$ cat src/rtl/alien_hit_detector.sv
// Alien-grid hit detector: keeps the alive bitmap, scans one cell per clock after
// each vsync rising edge and kills the first live alien overlapping the laser.
module alien_hit_detector #(
  parameter int ALIEN_ROWS = 5,
  parameter int ALIEN_COLS = 11,
  parameter int CELL_W     = 32,
  parameter int CELL_H     = 32,
  parameter int ALIEN_W    = 24,
  parameter int ALIEN_H    = 16,
  parameter int LASER_W    = 4,
  parameter int LASER_H    = 16,
  parameter int POINTS     = 10
) (
  input  logic                             clock,
  input  logic                             reset_n,
  input  logic                             vsync,
  input  logic [9:0]                       grid_x,
  input  logic [9:0]                       grid_y,
  input  logic                             laser_active,
  input  logic [9:0]                       laser_x,
  input  logic [9:0]                       laser_y,
  input  logic                             wave_reset,
  input  logic                             score_clear,
  output logic                             hit_alien,
  output logic [2:0]                       hit_row,
  output logic [3:0]                       hit_col,
  output logic [ALIEN_ROWS*ALIEN_COLS-1:0] alive_mask,
  output logic [6:0]                       alive_count,
  output logic                             all_dead,
  output logic [15:0]                      score,
  output logic                             busy
);

  localparam int N = ALIEN_ROWS * ALIEN_COLS;
  localparam logic [N-1:0] ALL_ALIVE = {N{1'b1}};
  localparam logic [N-1:0] ONE_BIT = {{(N-1){1'b0}}, 1'b1};
  localparam logic [6:0] FULL_COUNT = 7'(N);
  localparam logic [2:0] LAST_ROW = 3'(ALIEN_ROWS - 1);
  localparam logic [3:0] LAST_COL = 4'(ALIEN_COLS - 1);

  typedef enum logic [1:0] {IDLE = 2'd0, CAPTURE = 2'd1, SCAN = 2'd2, UPDATE = 2'd3} state_e;

  state_e        state_q, state_d;
  logic          vs_meta_q, vs_sync_q, vs_prev_q;
  logic          vs_rise;
  logic [2:0]    row_q, row_d;
  logic [3:0]    col_q, col_d;
  logic [9:0]    gx_q, gx_d, gy_q, gy_d, lx_q, lx_d, ly_q, ly_d;
  logic [N-1:0]  alive_q, alive_d;
  logic [6:0]    count_q, count_d;
  logic          hit_q, hit_d;
  logic [2:0]    hit_row_q, hit_row_d;
  logic [3:0]    hit_col_q, hit_col_d;
  logic [15:0]   score_q, score_d;
  logic [10:0]   ax, ay, lx11, ly11;
  logic [6:0]    cell_idx;
  logic [N-1:0]  cell_bit;
  logic          overlap, cell_hit, last_cell;
  logic [16:0]   score_sum;

  assign vs_rise   = vs_sync_q & ~vs_prev_q;
  assign ax        = {1'b0, gx_q} + 11'(col_q) * 11'(CELL_W);
  assign ay        = {1'b0, gy_q} + 11'(row_q) * 11'(CELL_H);
  assign lx11      = {1'b0, lx_q};
  assign ly11      = {1'b0, ly_q};
  // Strict compares make edge-touching boxes miss.
  assign overlap   = (lx11 < ax + 11'(ALIEN_W)) && (ax < lx11 + 11'(LASER_W)) &&
                     (ly11 < ay + 11'(ALIEN_H)) && (ay < ly11 + 11'(LASER_H));
  assign cell_idx  = 7'(row_q) * 7'(ALIEN_COLS) + 7'(col_q);
  assign cell_bit  = ONE_BIT << cell_idx;
  assign cell_hit  = (|(alive_q & cell_bit)) && overlap;
  assign last_cell = (row_q == 3'd0) && (col_q == LAST_COL);
  assign score_sum = {1'b0, score_q} + 17'(POINTS);

  always_ff @(posedge clock or negedge reset_n) begin
    if (!reset_n) begin
      state_q   <= IDLE;
      vs_meta_q <= 1'b0;
      vs_sync_q <= 1'b0;
      vs_prev_q <= 1'b0;
    end else begin
      state_q   <= state_d;
      vs_meta_q <= vsync;
      vs_sync_q <= vs_meta_q;
      vs_prev_q <= vs_sync_q;
    end
  end

  always_comb begin
    state_d = state_q;
    if (wave_reset) begin
      state_d = IDLE;
    end else begin
      case (state_q)
        IDLE:    state_d = vs_rise ? CAPTURE : IDLE;
        CAPTURE: state_d = laser_active ? SCAN : IDLE;
        SCAN: begin
          if (cell_hit)       state_d = UPDATE;
          else if (last_cell) state_d = IDLE;
          else                state_d = SCAN;
        end
        UPDATE:  state_d = IDLE;
        default: state_d = IDLE;
      endcase
    end
  end

  always_comb begin
    row_d     = row_q;
    col_d     = col_q;
    gx_d      = gx_q;
    gy_d      = gy_q;
    lx_d      = lx_q;
    ly_d      = ly_q;
    alive_d   = alive_q;
    count_d   = count_q;
    hit_d     = hit_q;
    hit_row_d = hit_row_q;
    hit_col_d = hit_col_q;
    score_d   = score_q;
    if (wave_reset) begin
      alive_d = ALL_ALIVE;
      count_d = FULL_COUNT;
      hit_d   = 1'b0;
    end else begin
      case (state_q)
        CAPTURE: begin
          gx_d  = grid_x;
          gy_d  = grid_y;
          lx_d  = laser_x;
          ly_d  = laser_y;
          hit_d = 1'b0;
          row_d = LAST_ROW;
          col_d = 4'd0;
        end
        SCAN: begin
          if (!cell_hit) begin
            if (col_q == LAST_COL) begin
              col_d = 4'd0;
              row_d = row_q - 3'd1;
            end else begin
              col_d = col_q + 4'd1;
            end
          end
        end
        UPDATE: begin
          alive_d   = alive_q & ~cell_bit;
          count_d   = count_q - 7'd1;
          hit_d     = 1'b1;
          hit_row_d = row_q;
          hit_col_d = col_q;
          score_d   = score_sum[16] ? 16'hFFFF : score_sum[15:0];
        end
        default: begin
          row_d = row_q;
        end
      endcase
    end
    if (score_clear) begin
      score_d = 16'd0;
    end
  end

  always_ff @(posedge clock or negedge reset_n) begin
    if (!reset_n) begin
      row_q     <= 3'd0;
      col_q     <= 4'd0;
      gx_q      <= 10'd0;
      gy_q      <= 10'd0;
      lx_q      <= 10'd0;
      ly_q      <= 10'd0;
      alive_q   <= ALL_ALIVE;
      count_q   <= FULL_COUNT;
      hit_q     <= 1'b0;
      hit_row_q <= 3'd0;
      hit_col_q <= 4'd0;
      score_q   <= 16'd0;
    end else begin
      row_q     <= row_d;
      col_q     <= col_d;
      gx_q      <= gx_d;
      gy_q      <= gy_d;
      lx_q      <= lx_d;
      ly_q      <= ly_d;
      alive_q   <= alive_d;
      count_q   <= count_d;
      hit_q     <= hit_d;
      hit_row_q <= hit_row_d;
      hit_col_q <= hit_col_d;
      score_q   <= score_d;
    end
  end

  assign hit_alien   = hit_q;
  assign hit_row     = hit_row_q;
  assign hit_col     = hit_col_q;
  assign alive_mask  = alive_q;
  assign alive_count = count_q;
  assign all_dead    = (count_q == 7'd0);
  assign score       = score_q;
  assign busy        = (state_q != IDLE);

endmodule

$ cat config.mk
export PLATFORM = sky130hd
export DESIGN_NAME = alien_hit_detector
export DESIGN_NICKNAME = d
export VERILOG_FILES = /design/src/rtl/alien_hit_detector.sv
export SDC_FILE = /design/constraint.sdc
export NUM_CORES = 1
export LEC_CHECK = 0
export ABC_AREA = 0
export BUFFER_PORTS_ARGS = -buffer_cell sky130_fd_sc_hd__clkbuf_2
export CAP_MARGIN = 40
export CORE_UTILIZATION = 60
export CTS_BUF_LIST = sky130_fd_sc_hd__clkbuf_4 sky130_fd_sc_hd__clkbuf_8 sky130_fd_sc_hd__clkbuf_16
export DETAILED_ROUTE_END_ITERATION = 10
export GPL_TIMING_DRIVEN = 1
export PLACE_DENSITY = 0.89
export SLEW_MARGIN = 30
export SYNTH_ARGS = -nofsm -noshare
export SYNTH_HDL_FRONTEND = slang
export SYNTH_SLANG_ARGS = --single-unit
export TNS_END_PERCENT = 30
$ cat constraint.sdc
create_clock -name clock -period 12.36 [get_ports clock]
set_input_delay 3.09 -clock clock [delete_from_list [all_inputs] [get_ports clock]]
set_output_delay 3.09 -clock clock [all_outputs]
set_load 0.02 [all_outputs]
==> results of run 1 <==
==> synth_stat cells, drive strengths merged (3+ instances only) <==
cell | count | area, um^2
and2 | 9 | 56.3
a22oi | 3 | 22.5
nand4 | 8 | 50.1
buf | 10 | 58.8
o211ai | 8 | 65.1
inv | 43 | 161
dfrtp | 78 | 1950
nor3 | 15 | 86.3
o31ai | 3 | 27.5
clkbuf | 28 | 106
nor2b | 7 | 43.8
or4 | 3 | 22.5
mux2i | 10 | 100
a21boi | 3 | 22.5
nand2b | 38 | 238
a21o | 41 | 315
xor2 | 18 | 165
o21ai | 87 | 435
nand3 | 43 | 215
a221o | 3 | 30.0
nor4 | 6 | 37.5
nor2 | 31 | 119
nor3b | 7 | 52.6
a21oi | 27 | 135
o21a | 5 | 38.8
fa | 5 | 100
xnor2 | 24 | 210
ha | 71 | 888
nand2 | 77 | 297
a211oi | 5 | 50.1
a211o | 4 | 35.0
mux2 | 31 | 349
and3 | 13 | 81.3
o21bai | 3 | 22.5
or3 | 5 | 36.3
o211a | 3 | 30.0
a31oi | 5 | 31.3
dfstp | 60 | 1580
==> power breakdown <==
| part | switching [uW] | internal [uW] | leakage, uW |
|---|---|---|---|
| clock network | 187 | 303 | 0.000289 |
| logic | 463 | 315 | 0.00255 |
| registers | 40.1 | 488 | 0.00163 |
| total | 690 | 1110 | 0.00446 |
==> cell usage in the layout, fill, tap and decap left out, types with 4 or more instances in the layout <==
| master | n |
|---|---|
| and2_1 | 8 |
| nand3_1 | 43 |
| nand2_1 | 76 |
| nor3_1 | 14 |
| xor2_1 | 17 |
| clkbuf_4 | 5 |
| mux2i_1 | 10 |
| clkbuf_2 | 133 |
| mux2_2 | 29 |
| o211ai_1 | 7 |
| xnor2_1 | 24 |
| nor3b_1 | 7 |
| clkbuf_16 | 17 |
| o21a_1 | 4 |
| a21oi_1 | 27 |
| buf_4 | 6 |
| a21o_1 | 40 |
| nor4_1 | 6 |
| nand4_1 | 8 |
| a211oi_1 | 4 |
| nor2b_1 | 7 |
| fa_1 | 5 |
| and3_1 | 13 |
| a31oi_1 | 5 |
| a211o_1 | 4 |
| or3_1 | 4 |
| dfstp_2 | 60 |
| nand2b_1 | 38 |
| inv_1 | 43 |
| ha_1 | 71 |
| dfrtp_1 | 78 |
| nor2_1 | 29 |
| o21ai_0 | 86 |
==> cell families after synthesis <==
logic type / Yosys count / synth area share
muxes: 42 / 0.0550
and+or+nand+nor: 274 / 0.168
AOI/OAI and AO/OA: 218 / 0.168
adders and majority gates: 76 / 0.115
xor gates and xnor gates: 42 / 0.0438
DFF: 138 / 0.412
buffers and inverters: 82 / 0.0385
==> critical path: stages <==
cell and delay (ns):
clkbuf_2 0.08, buf_4 0.29, nand2b_1 0.57, nor4bb_1 0.55, and2_1 0.34, nand3_1 0.13, or3_1 0.54, o21ai_0 0.16
==> metal layers <==
| layer | share of wire | vias to the layer above | global-route usage | wire [um] |
|---|---|---|---|---|
| li1 | - | 3366 | - | - |
| met1 | 0.42 | 3472 | 0.382 | 8800 |
| met2 | 0.47 | 358 | 0.493 | 9910 |
| met3 | 0.075 | 64 | 0.0744 | 1580 |
| met4 | 0.032 | 0 | 0.129 | 672 |
| met5 | 0 | - | 0 | 0 |
==> per-stage QoR <==
step	instance area, um^2	utilization
after floorplan	8570	-
after global placement	9340	0.670
after detailed placement	9370	0.673
after CTS	9950	0.714
after global routing	9980	0.716
final	9980	0.716
==> worst max-delay path by stage <==
stage	start	end	slack, ns
4_1_cts	wave_reset	score[10]$_DFFE_PN0P_	6.92
2_1_floorplan	wave_reset	score[3]$_DFFE_PN0P_	7.25
6_report	wave_reset	score[10]$_DFFE_PN0P_	6.88
5_1_grt	wave_reset	score[11]$_DFFE_PN0P_	6.64
3_3_place_gp	wave_reset	score[9]$_DFFE_PN0P_	6.64
3_5_place_dp	wave_reset	score[8]$_DFFE_PN0P_	6.49
==> area by class of cell <==
type                       instances  area [um^2]
timing repair buffer             143          764
clock buffer                      25          504
clock inverter                     7         67.6
tap                              180          225
inverter                          44          165
sequential                       138         3530
fill                            1008         3960
multi-input combinational        652         4720
==> registers in the layout (all words and copies together), names as in the netlist <==
| name | count |
|---|---|
| alive_count | 7 |
| alive_mask | 55 |
| col_q | 4 |
| gx_q | 10 |
| gy_q | 10 |
| hit_alien | 1 |
| hit_col | 4 |
| hit_row | 3 |
| lx_q | 10 |
| ly_q | 10 |
| row_q | 3 |
| score | 16 |
| state_q | 2 |
| vs_meta_q | 1 |
| vs_prev_q | 1 |
| vs_sync_q | 1 |
==> summary.md, run 1 <==
| Metric | Value |
|---|---|
| Initial DRC Count | `710` |
| Leak | `0.00446 uW` |
| Vias per inst | `6.11` |
| Max-slew violations | `0` |
| Yosys warning total | `0` |
| Mapped Nets | `994` |
| Antenna violations before repair | `0` |
| Reg-to-Reg End | `col_q[1]$_DFFE_PN0P_` |
| Clock transition at path regs | `0.06 ns` |
| Gates resized, CTS repair | `0` |
| Async SR Flop Fraction | `1.00` |
| Routed Wire Length | `21,000 um` |
| Worst slew pin tran | `0.764 ns` |
| Crit Reg-Reg Startpoint | `row_q[0]$_DFFE_PN0P_` |
| Mapped cell area | `8570 um^2` |
| Startpoint Class | `primary input` |
| Setup violators final | `0` |
| Power Dens Cells | `180 nW/um^2` |
| Syn_area_per_cell | `9.83 um^2` |
| Final Hold Viols | `0` |
| CTS H-tree depth | `4` |
| WS Path Type | `primary input to register` |
| Area of the core | `13,900 um^2` |
| Max-cap violations | `0` |
| HP Start | `vs_meta_q$_DFF_PN0_` |
| Clk_skew | `0.00904 ns` |
| Fin crit share | `0.443` |
| Hold Path End | `vs_sync_q$_DFF_PN0_` |
| Worst Path Arrival | `5.81 ns` |
| Synth Instances | `872` |
| R2R cell count | `14` |
| Initial Util | `0.615` |
| Max IR drop VDD | `114 uV` |
| Type of the most critical hold path | `register to register` |
| Worst hold slack | `0.354 ns` |
| Gr ovfl total | `0` |
| Max_slew headroom | `0.487` |
| CP Data Required Time | `12.70 ns` |
| Fin cells | `1,189` |
| Avg WL per Cell | `17.6 um` |
| Via count | `7,260` |
| Status | `complete, no violations` |
| CTS Sinks | `138` |
| Ys flop type | `dfrtp_1` |
| Drt pass-1 iters | `5` |
| Largest net degree at the start of global routing | `72` |
| Final GP Congestion | `0.962` |
| Total global-route track usage | `0.302` |
| Number of global-route vias before repair | `7,101` |
| F_max | `0.183 GHz` |
| Detailed placement HPWL | `15,000 um` |
| Port Buffers | `133` |
| Die width | `122 um` |
| Tot Pwr | `1800 uW` |
| Number of cell rows | `43` |
| Netlist cell types | `79` |
| Fin nets | `1,118` |
| Root Buffer | `clkbuf_16` |
| CTS max path bufs | `2` |
| Minimum clock period | `5.48 ns` |
| Vert. Die Dim | `122 um` |
| Placed cell count | `1,153` |
| # diodes | `0` |
| Post-synthesis sequential area ratio | `0.412` |
| Hold path cells | `0` |
| Skew-Pair Late Insertion Delay | `0.42 ns` |
| Max FO, Critical Path | `71` |
| Ports | `134` |
| Synth Register Bits | `138` |
| Setup bufs post-CTS | `0` |
| Area delta synth->final | `16.4%` |
| Die area | `14,800 um^2` |
| Reg2reg setup slack | `7.59 ns` |
| Layout cells sized above 1 | `0.277` |
| Hold Buf Count CTS | `0` |
| Final worst slack | `6.88 ns` |
| Pre-CTS WS | `6.49 ns` |
| Worst Setup End Kind | `register` |
| CTS tree | `done` |
| Drt drc | `0` |
| Global-route wire length before repair | `34,800 um` |
| TNS Setup | `0 ns` |
| ANT nets after route | `0` |
| Number of buffers created by CTS | `17` |
| EDFF count, synth | `0` |
| Unrepaired setup endpoints after global routing | `no` |
(Power assumes the default switching activity.)
==> run 2: changes to the inputs <==
--- a/config.mk
+++ b/config.mk
@@ -8,11 +8,11 @@
 export ABC_AREA = 0
 export BUFFER_PORTS_ARGS = -buffer_cell sky130_fd_sc_hd__clkbuf_2
 export CAP_MARGIN = 40
-export CORE_UTILIZATION = 60
+export CORE_UTILIZATION = 52
 export CTS_BUF_LIST = sky130_fd_sc_hd__clkbuf_4 sky130_fd_sc_hd__clkbuf_8 sky130_fd_sc_hd__clkbuf_16
 export DETAILED_ROUTE_END_ITERATION = 10
 export GPL_TIMING_DRIVEN = 1
-export PLACE_DENSITY = 0.89
+export PLACE_DENSITY = 0.82
 export SLEW_MARGIN = 30
 export SYNTH_ARGS = -nofsm -noshare
 export SYNTH_HDL_FRONTEND = slang
==> constraint.sdc (replaced) <==
create_clock -name clock -period 4.54 [get_ports clock]
set_input_delay 1.135 -clock clock [delete_from_list [all_inputs] [get_ports clock]]
set_output_delay 1.135 -clock clock [all_outputs]
set_load 0.02 [all_outputs]
==> summary.md, run 2 (same netlist as run 1, synthesis figures left out) <==
| Metric | Value |
|---|---|
| Status | `complete, no violations` |
| CTS tree | `done` |
| CTS Sinks | `138 (unchanged)` |
| Number of cell rows | `46 (+7.0%)` |
| Clk pwr share | `0.293 (+0.020)` |
| Port Buffers | `133 (unchanged)` |
| Int Pwr | `3260 uW (+200%)` |
| Gate power share | `0.431 (-0.002)` |
| CTS H-tree depth | `4 (unchanged)` |
| Ports | `134 (unchanged)` |
| Commonest cells after routing, fill and taps aside | `clkbuf_2, o21ai_0, nand2_1` |
| Number of buffers created by CTS | `17 (unchanged)` |
| FILL cells | `1,308 (+30%)` |
| TNS Setup | `0 ns (unchanged)` |
| Leak | `0.00457 uW (+2.4%)` |
| Sequential power share | `0.276 (-0.018)` |
| Switching pwr | `1960 uW (+180%)` |
| Initial Util | `0.536 (-0.0794)` |
| Die width | `130 um (+7.3%)` |
| Unrepaired setup endpoints after global routing | `no` |
| Total global-route track usage | `0.276 (-0.0263)` |
| Worst Setup End Kind | `register` |
| Startpoint Class | `register` |
| CTS max path bufs | `2 (unchanged)` |
| Gr ovfl total | `0 (unchanged)` |
| Placed cell count | `1,209 (+4.9%)` |
| Layout cells sized above 1 | `0.299 (+0.0224)` |
| Vert. Die Dim | `130 um (+7.3%)` |
| Max FO, Critical Path | `8 (-89%)` |
| Drt drc | `0 (unchanged)` |
| F_max | `0.228 GHz` |
| Switching Fraction | `0.375 (-0.00939)` |
| Global-route wire length before repair | `36,000 um (+3.5%)` |
| Avg WL per Cell | `18.1 um (+2.4%)` |
| Via count | `7,161 (-1.4%)` |
| Final core occ | `0.642 (-0.0744)` |
| ANT nets after route | `0 (unchanged)` |
| Die area | `17,000 um^2 (+15%)` |
| Most common cell after layout, fill and taps aside | `clkbuf_2` |
| Root Buffer | `clkbuf_16` |
| Max-slew violations | `0 (unchanged)` |
| Max-cap violations | `0 (unchanged)` |
| Fin crit share | `0.968` |
| Area delta synth->final | `19.7%` |
| Setup violators final | `0 (unchanged)` |
| Minimum clock period | `4.39 ns` |
| Vias per inst | `5.76 (-5.6%)` |
| WS Path Type | `register to register` |
| Worst slew pin tran | `0.683 ns (-0.0808 ns)` |
| Final Hold Viols | `0 (unchanged)` |
| Sequential cell area | `3530 um^2 (+0.11%)` |
| HP Start | `vs_meta_q$_DFF_PN0_` |
| Area of the core | `16,000 um^2 (+15%)` |
| Final GP Congestion | `0.952 (-1.1%)` |
| Largest net degree at the start of global routing | `76 (+5.6%)` |
| Clk_skew | `0.00428 ns (-0.00477 ns)` |
| Detailed placement HPWL | `16,700 um (+11%)` |
| Antenna violations before repair | `0 (unchanged)` |
| Clock transition at path regs | `0.06 ns (about the same)` |
| Routed Wire Length | `22,500 um (+7.1%)` |
| Crit Reg-Reg Startpoint | `row_q[2]$_DFFE_PN0P_` |
| Power Dens Cells | `509 nW/um^2 (+180%)` |
| CP Data Required Time | `4.83 ns (-7.87 ns)` |
| Footprint of the multi-input gates | `4750 um^2 (+0.56%)` |
| Max FFs per register | `55 (unchanged)` |
| Drt pass-1 iters | `7 (+2)` |
| Initial DRC Count | `378 (-47%)` |
| Number of global-route vias before repair | `7,013 (-1.2%)` |
| CP startpoint | `row_q[2]$_DFFE_PN0P_` |
| # diodes | `0 (unchanged)` |
| Fin nets | `1,136 (+1.6%)` |
| Type of the most critical hold path | `register to register` |
| Max IR drop VDD | `371 uV (+220%)` |
| Max_slew headroom | `0.544 (+0.0578)` |
| Skew-Pair Late Insertion Delay | `0.42 ns (about the same)` |
| Worst Path Arrival | `4.69 ns (-1.12 ns)` |
| Fin cells | `1,243 (+4.5%)` |
## run 2: cell count changes in the layout (fill, tap and decap cells not counted), moves of 2 or more
cell | before | now
buf_4 | 6 | 26
bufinv_16 | 1 | 5
clkbuf_4 | 5 | 2
dfrtp_1 | 78 | 75
dfrtp_2 | 0 | 3
and3_1 | 13 | 11
and3_2 | 0 | 2
clkbuf_8 | 3 | 1
clkinvlp_4 | 1 | 3
## run 2: timing repair
item,4_1_cts,5_1_grt
gates resized for setup,0,10
setup endpoints to repair,0,7
buffers inserted,0,1
hold buffers,0,0
## run 2: worst max-delay path, cell delays in order (launching register included)
cell and delay, ns:
dfrtp_2 0.46, ha_1 0.32, fa_1 0.52, fa_1 0.46
and3_2 0.24, nor3_4 0.35, a211oi_1 0.15, and3_2 0.27
a21oi_1 0.17, or4b_4 0.52, or2_4 0.27, o22ai_4 0.16
mux2_1 0.37
## run 2: cell type report
cell class	count	share of cell area
Timing Repair Buffer	161	0.0876
Clock buffer	20	0.0442
Tap cell	216	0.0263
Inverter	44	0.0161
Multi-Input combinational cell	652	0.463
Sequential cell	138	0.344
Clock inverter	12	0.0191
## run 2: path summary, 6_finish.rpt
path	end	slack, ns	depth (start not counted)
max	col_q[0]$_DFFE_PN0P_	0.15	12
min	vs_sync_q$_DFF_PN0_	0.35	0
max reg2reg	col_q[0]$_DFFE_PN0P_	0.15	12
min reg2reg	vs_sync_q$_DFF_PN0_	0.35	0
max in group asynchronous	alive_mask[17]$_DFFE_PN1P_	2.82	2
min in group asynchronous	alive_count[6]$_DFFE_PN0P_	0.73	1
## run 2: per-stage QoR
step                hold WS, ns  total power, uW  setup slack [ns]  cell area (um^2)
finish                    0.354             5220             0.146             10300
global route              0.364             5530            0.0246             10300
CTS                       0.359             5180            0.0221             10200
detailed placement        0.336             3610            0.0367              9570
global placement          0.339             3570             0.165              9550
floorplan                 0.331             2990             0.294              8570
## run 2: layer usage
metal | vias up | global-route usage | wire (um)
met5 | - | 0 | 0
met4 | 0 | 0.120 | 614
met3 | 49 | 0.0537 | 1380
met2 | 280 | 0.445 | 10500
met1 | 3434 | 0.363 | 9930
li1 | 3398 | - | -
## run 2: power groups by stage
stage / sequential, uW / combinational (uW) / clock (uW)
detailed placement: 1460 / 2160 / 0
CTS: 1440 / 2200 / 1540
global placement: 1450 / 2120 / 0
finish: 1440 / 2250 / 1530
global route: 1450 / 2470 / 1600
floorplan: 1420 / 1570 / 0
